[config.mk]
export PLATFORM = sky130hd
export DESIGN_NAME = seq_mag_comparator
export DESIGN_NICKNAME = d
export VERILOG_FILES = /design/src/rtl/seq_mag_comparator.sv
export SDC_FILE = /design/constraint.sdc
export NUM_CORES = 1
export LEC_CHECK = 0
export CAP_MARGIN = 10
export CORE_MARGIN = 2
export CORE_UTILIZATION = 25
export CTS_CLUSTER_SIZE = 28
export DETAILED_ROUTE_END_ITERATION = 8
export MAX_ROUTING_LAYER = met4
export PLACE_DENSITY = 0.57
export SYNTH_ARGS = -nofsm -noshare
export SYNTH_HDL_FRONTEND = slang
export SYNTH_SLANG_ARGS = --single-unit
[constraint.sdc]
create_clock -name clk -period 6.3 [get_ports clk]
set_input_delay 0.945 -clock clk [delete_from_list [all_inputs] [get_ports clk]]
set_output_delay 0.945 -clock clk [all_outputs]
set_load 0.005 [all_outputs]
[src/rtl/seq_mag_comparator.sv]
`default_nettype none
// +--------------------------------------------------------------------------+
// | Module   : seq_mag_comparator                                            |
// | Purpose  : Multi-cycle G/L/E magnitude compare, DIGIT bits per clock,    |
// |            MSB chunk first; signed mode via offset-binary conversion.    |
// | Option   : SEQ_MAG_COMPARATOR_EARLY_EXIT_EN (stop on first differing     |
// |            chunk; default build is constant-time).                       |
// | Revision : 1.0 - initial release                                         |
// +--------------------------------------------------------------------------+
module seq_mag_comparator #(
    parameter int WIDTH = 16,
    parameter int DIGIT = 4
) (
    input  logic             clk,
    input  logic             rst_n,
    input  logic             start,
    input  logic [WIDTH-1:0] a,
    input  logic [WIDTH-1:0] b,
    input  logic             is_signed,
    output logic             busy,
    output logic             done,
    output logic             G,
    output logic             L,
    output logic             E
);

    localparam int c_NCHUNK = WIDTH / DIGIT;
    localparam int c_IDXW   = (c_NCHUNK > 1) ? $clog2(c_NCHUNK) : 1;
    localparam int c_NSLOT  = 1 << c_IDXW;
    localparam logic [c_IDXW-1:0] c_LAST_IDX = c_IDXW'(c_NCHUNK - 1);
    localparam logic [c_IDXW-1:0] c_IDX_ONE  = c_IDXW'(1);

    typedef enum logic [0:0] {
        S_IDLE = 1'b0,
        S_CMP  = 1'b1
    } state_t;

    state_t             r_state_q, w_state_d;
    logic [WIDTH-1:0]   r_a_q, w_a_d;
    logic [WIDTH-1:0]   r_b_q, w_b_d;
    logic [c_IDXW-1:0]  r_idx_q, w_idx_d;
    logic               r_gt_q, w_gt_d;
    logic               r_lt_q, w_lt_d;
    logic               r_busy_q, w_busy_d;
    logic               r_done_q, w_done_d;
    logic               r_g_q, w_g_d;
    logic               r_l_q, w_l_d;
    logic               r_e_q, w_e_d;

    logic [WIDTH-1:0]   w_flip;
    logic [DIGIT-1:0]   w_a_chunk [c_NSLOT];
    logic [DIGIT-1:0]   w_b_chunk [c_NSLOT];
    logic [DIGIT-1:0]   w_ca, w_cb;
    logic               w_dec_gt, w_dec_lt, w_last;

    // Chunk table padded to a power of two so the index width always matches.
    generate
        for (genvar i = 0; i < c_NSLOT; i++) begin : g_chunk
            if (i < c_NCHUNK) begin : g_used
                assign w_a_chunk[i] = r_a_q[i*DIGIT +: DIGIT];
                assign w_b_chunk[i] = r_b_q[i*DIGIT +: DIGIT];
            end else begin : g_pad
                assign w_a_chunk[i] = '0;
                assign w_b_chunk[i] = '0;
            end
        end
    endgenerate

    assign w_ca = w_a_chunk[r_idx_q];
    assign w_cb = w_b_chunk[r_idx_q];

    // A decision made on a more significant chunk is sticky.
    assign w_dec_gt = r_gt_q | (~r_lt_q & (w_ca > w_cb));
    assign w_dec_lt = r_lt_q | (~r_gt_q & (w_ca < w_cb));

`ifdef SEQ_MAG_COMPARATOR_EARLY_EXIT_EN
    assign w_last = (r_idx_q == '0) || (w_ca != w_cb);
`else
    assign w_last = (r_idx_q == '0);
`endif

    always_comb begin
        w_flip            = '0;
        w_flip[WIDTH-1]   = is_signed;
        w_state_d         = r_state_q;
        w_a_d             = r_a_q;
        w_b_d             = r_b_q;
        w_idx_d           = r_idx_q;
        w_gt_d            = r_gt_q;
        w_lt_d            = r_lt_q;
        w_busy_d          = r_busy_q;
        w_done_d          = 1'b0;
        w_g_d             = r_g_q;
        w_l_d             = r_l_q;
        w_e_d             = r_e_q;

        case (r_state_q)
            S_IDLE: begin
                if (start) begin
                    w_a_d     = a ^ w_flip;
                    w_b_d     = b ^ w_flip;
                    w_gt_d    = 1'b0;
                    w_lt_d    = 1'b0;
                    w_g_d     = 1'b0;
                    w_l_d     = 1'b0;
                    w_e_d     = 1'b0;
                    w_busy_d  = 1'b1;
                    w_idx_d   = c_LAST_IDX;
                    w_state_d = S_CMP;
                end
            end
            S_CMP: begin
                w_gt_d = w_dec_gt;
                w_lt_d = w_dec_lt;
                if (w_last) begin
                    w_g_d     = w_dec_gt;
                    w_l_d     = w_dec_lt;
                    w_e_d     = ~(w_dec_gt | w_dec_lt);
                    w_done_d  = 1'b1;
                    w_busy_d  = 1'b0;
                    w_idx_d   = c_LAST_IDX;
                    w_state_d = S_IDLE;
                end else begin
                    w_idx_d   = r_idx_q - c_IDX_ONE;
                end
            end
            default: w_state_d = S_IDLE;
        endcase
    end

    always_ff @(posedge clk or negedge rst_n) begin
        if (!rst_n) begin
            r_state_q <= S_IDLE;
            r_a_q     <= '0;
            r_b_q     <= '0;
            r_idx_q   <= c_LAST_IDX;
            r_gt_q    <= 1'b0;
            r_lt_q    <= 1'b0;
            r_busy_q  <= 1'b0;
            r_done_q  <= 1'b0;
            r_g_q     <= 1'b0;
            r_l_q     <= 1'b0;
            r_e_q     <= 1'b0;
        end else begin
            r_state_q <= w_state_d;
            r_a_q     <= w_a_d;
            r_b_q     <= w_b_d;
            r_idx_q   <= w_idx_d;
            r_gt_q    <= w_gt_d;
            r_lt_q    <= w_lt_d;
            r_busy_q  <= w_busy_d;
            r_done_q  <= w_done_d;
            r_g_q     <= w_g_d;
            r_l_q     <= w_l_d;
            r_e_q     <= w_e_d;
        end
    end

    assign busy = r_busy_q;
    assign done = r_done_q;
    assign G    = r_g_q;
    assign L    = r_l_q;
    assign E    = r_e_q;

endmodule
`default_nettype wire

[After elaboration in Yosys (flattened, before gate mapping)]
Index checks and enable logic that the tools add are counted.
Storage, ports and cells
  bits in registers: 42
  input bits: 36
  output and inout bits: 5
  word-level logic and storage cells: 58
Cells by class
  add/subtract/negate cells: 1
  $lt $le $gt $ge: 3
  equality and inequality tests: 2
  mux-type cells: 26
  bitwise logic cells: 12
  reduce and logical (&&, ||, !) cells: 3
Operators by type and width (number)
  $xor A16 B16 Y16: 2
  $bmux W4 S2: 2
  $mux W4: 4
  $pmux W1 S2: 7
  $mux W1: 10
  $gt A4 B4 Y1: 1
  $lt A4 B4 Y1: 1
  $mux W2: 2
  $not A1 Y1: 4
  $pmux W2 S2: 1
  $reduce_and A2 Y1: 2
  $ge A3 B3 Y1 const B: 1
  $not A2 Y3: 1
  $or A1 B1 Y1: 3
  $and A1 B1 Y1: 2
  $logic_not A2 Y1: 1
  $ne A2 B1 Y1 const B: 1
  $ne A2 B2 Y1 const B: 1
  $sub A2 B1 Y2 const B: 1

[Logic depth before layout (Yosys ltp)]
  depth after elaboration: 11
  depth in mapped cells: 8
  depth with buffers taken out: 7

[Least setup slack after synthesis]
Ideal clock, no wire load.
  path type: reg-to-reg
  from: register r_idx_q[0]
  to: register r_l_q, in the netlist L
  setup time: 121 ps
  arrival time: 2137 ps
  data required time: 6179 ps
  path slack: 4042 ps
  cell stages (with the launch flop): 8
  period minus slack after synthesis: 2258 ps
  path through: dfstp_2 buf_6 mux4_1 ha_1 nor2b_1 o211ai_1 a21o_1 a22o_1
Between the ends
  longest elaborated chain between the ends: 9
  elaborated cells on any way between the ends: 15
  classes of those cells: 1 x order compare; 1 x eq/ne; 8 x mux; 3 x bitwise; 2 x reduce/logical
Ends and longest elaborated chain
  start: declaration: line 41  | logic [c_IDXW-1:0] r_idx_q, w_idx_d;
  start signal: assignment: line 136  | r_idx_q <= c_LAST_IDX;
  start signal: assignment: line 148  | r_idx_q <= w_idx_d;
  $not A2 Y3 (implied by the code): line 69, 70
  $bmux W4 S2 (on tied branches): line 69, 70
  $mux W4 (on tied branches) (2 in series): line 69, 70
  $lt A4 B4 Y1: line 74  | assign w_dec_lt = r_lt_q | (~r_gt_q & (w_ca < w_cb));
  $and A1 B1 Y1: line 74
  $or A1 B1 Y1: line 74
  $mux W1: line 115  | if (w_last) begin
  $pmux W1 S2: line 97  | case (r_state_q)
  end signal: assignment: line 154  | r_l_q <= w_l_d;
  end: declaration: line 47  | logic r_l_q, w_l_d;
Parallel ways exist; a longest one is shown, timed or not. The select of a mux whose other input is x is not followed.
A chain may end at the register's enable or synchronous reset.

[Final worst setup path]
Ends and elaborated chain as after synthesis.

==> results_dict.tcl <==
set metrics [dict create \
    clkPwrFrac 0.169 \
    rsz0062_at_grt "false" \
    clock.fmax_ghz 0.404 \
    gp_congestion 0.695 \
    areaGrowthSynthToFinish_pct 25.3 \
    cts_resized 0 \
    cts.path.max_buffers 2 \
    fill_cells 844 \
    cp_data_arrival_time_ns 2.66 \
    intPower_mw 0.863 \
    wl_per_cell_um 13.4 \
    outcome "finished, final reports clean" \
    clkSinkCount 42 \
    crit_type "flop to flop" \
    drtAntennaViolNets 0 \
    ctsHoldBuffers 0 \
    avgViaCountPerCell 4.21 \
    mostFrequentLayoutCells "dfrtp_1 (40), clkdlybuf4s50_1 (39), mux2_4 (24)" \
    critPathSlowestCell "dfstp_2" \
    dp_hpwl_um 2680 \
    syn_inst 133 \
    rows 33 \
    setup_tns_ns 0 \
    grt_use_total 0.0936 \
    setup_viol 0 \
    critical_path_required_ns 6.49 \
    fin_crit_sh 0.393 \
    cts_buffers 5 \
    netlist_area_mm2 0.00210 \
    slowest_delay_ns 0.73 \
    root_buffer "clkbuf_8" \
    grt_pass1_vias 1192 \
    ir_drop_mv 0.138 \
    swShare 0.296 \
    finalHoldViolCount 0 \
    cts_tree "yes" \
    register_area_mm2 0.00105 \
    cap_violations 0 \
    start_util 0.257 \
    cp-start-kind "flop" \
    io_pins 41 \
    drt-total-wl_um 3740 \
    endpoint_kind "flop" \
    port_buffers 40 \
    syn_avg_cell_area_um2 15.8 \
    reg2reg_depth 6 \
    grt_antenna_before_repair 0 \
    synth-seq-cells 42 \
    dieHeight_um 95.7 \
    via_count 1180 \
    drtIter0Drc 63 \
    seq_area_frac_synth 0.501 \
    nNetsFinal 215 \
    leakage_nw 1.16 \
    multi_input_area_um2 908 \
    power_frac_comb 0.419 \
    finalWorstSetupSlack_ns 3.83 \
    grt_pass1_wl_um 6130 \
    clk_latency_ns 0.29 \
    grt_max_degree 43 \
    fp.dieW_um 95.7 \
    final_common_cell "dfrtp_1" \
    htreeDepth 2 \
    core_mm2 0.00818 \
    drive_gt1_frac 0.251 \
    die_area_mm2 0.00916 \
    slew_viol_final 0 \
    antennaDiodeCount 0 \
    period_needed_ns 2.47 \
    synthesis.nets 174 \
    yosys_warnings 0 \
    drcViolationCount 0 \
    ys_types 29 \
    crit_chain "mux4_1, ha_1, nor2b_1, o211ai_1, a21o_1, a22o_1" \
    switchingPower_mw 0.363 \
    max_slew_margin 0.373 \
    power_density_mw_per_mm2 465 \
    clkSlewWorstSetupHoldPaths_ns 0.08 \
    clock_skew_ns 0.0116 \
    worst_pin_slew_ns 0.941 \
    crit_fanout 11 \
    dp_worst_setup_slack_ns 3.61 \
    dr.pass1.iters 4 \
    post-cts-setup-buffers 0 \
    whs_path_depth 1 \
    min_path_type "flop to flop" \
    overflow 0 \
    seqPwrFrac 0.412 \
]
-- synth_stat cells, drive strengths merged --
cell type | number | share of area
dfrtp | 40 | 0.48
mux2 | 30 | 0.20
inv | 9 | 0.016
mux4 | 8 | 0.10
buf | 7 | 0.051
nor2 | 7 | 0.014
a21oi | 5 | 0.012
ha | 5 | 0.030
nand2 | 3 | 0.0054
a21o | 2 | 0.0077
a22o | 2 | 0.0083
dfstp | 2 | 0.025
nor2b | 2 | 0.0095
xnor2 | 2 | 0.0083
a211oi | 1 | 0.0036
a22oi | 1 | 0.0036
a2bb2oi | 1 | 0.0042
nand4 | 1 | 0.0030
nor3 | 1 | 0.0024
nor3b | 1 | 0.0036
o211ai | 1 | 0.0036
o21ai | 1 | 0.0024
o41ai | 1 | 0.0077
-- power groups by stage --
stage / Sequential [mW] / Combinational [mW] / Clock, mW
CTS: 0.507 / 0.524 / 0.215
global route: 0.526 / 0.576 / 0.228
detailed placement: 0.511 / 0.521 / 0
global placement: 0.509 / 0.512 / 0
finish: 0.505 / 0.514 / 0.207
floorplan: 0.456 / 0.463 / 0
-- stage by stage --
stage                     area [um^2]  total power, mW  hold slack [ns]  std cells   util
after floorplan                  2100            0.919            0.472        133      -
after global placement           2530             1.02            0.485        272  0.309
after detailed placement         2530             1.03            0.487        272  0.309
after CTS                        2640             1.25            0.510        280  0.322
after global routing             2640             1.33            0.527        280  0.322
final                            2640             1.23            0.502        280  0.322
-- logic make-up after synthesis --
family                   Yosys count  synth area share
flip-flops                        42             0.501
multiplexers                      38             0.303
buffers and inverters             16            0.0672
AO/OA/AOI/OAI                     15            0.0530
AND/OR/NAND/NOR                   15            0.0375
adder cells (fa/ha/maj)            5            0.0297
XOR/XNOR                           2           0.00833
-- layer usage --
layer | vias up | GRT usage | wire (um)
met4 | 0 | 0.0393 | 51
met5 | - | - | 0
met3 | 5 | 0.0266 | 207
met2 | 34 | 0.125 | 1710
li1 | 567 | - | -
met1 | 574 | 0.133 | 1780
-- critical path: cells and delay by family, from the launching register on --
family,cells,cell delay [ns]
adder cells (fa/ha/maj),1,0.31
multiplexers,1,0.61
AND/OR/NAND/NOR,1,0.13
AO/OA/AOI/OAI,3,0.57
flip-flops,1,0.73
-- final timing paths --
path	from	endpoint	slack, ns
hold / removal	L	L	0.50
setup / recovery	r_idx_q[0]	L	3.83
min in group asynchronous	rst_n	r_a_q[8]	0.77
max in group asynchronous	rst_n	r_a_q[10]	4.91
hold reg to reg	L	L	0.50
setup reg to reg	r_idx_q[0]	L	3.83
-- registers in the layout, indices dropped and copies added (netlist names) --
| name | count |
|---|---|
| L | 1 |
| r_gt_q | 1 |
| r_lt_q | 1 |
| done | 1 |
| r_b_q | 16 |
| r_state_q | 1 |
| E | 1 |
| r_idx_q | 2 |
| G | 1 |
| busy | 1 |
| r_a_q | 16 |
-- cell type report --
| cell class | instances | area share |
|---|---|---|
| tap | 105 | 0.0498 |
| inverter | 9 | 0.0128 |
| timing repair buffer | 41 | 0.153 |
| multi-input combinational | 75 | 0.345 |
| sequential | 42 | 0.400 |
| clock inverter | 1 | 0.0114 |
| clock buffer | 7 | 0.0290 |
(Power assumes the default switching activity.)
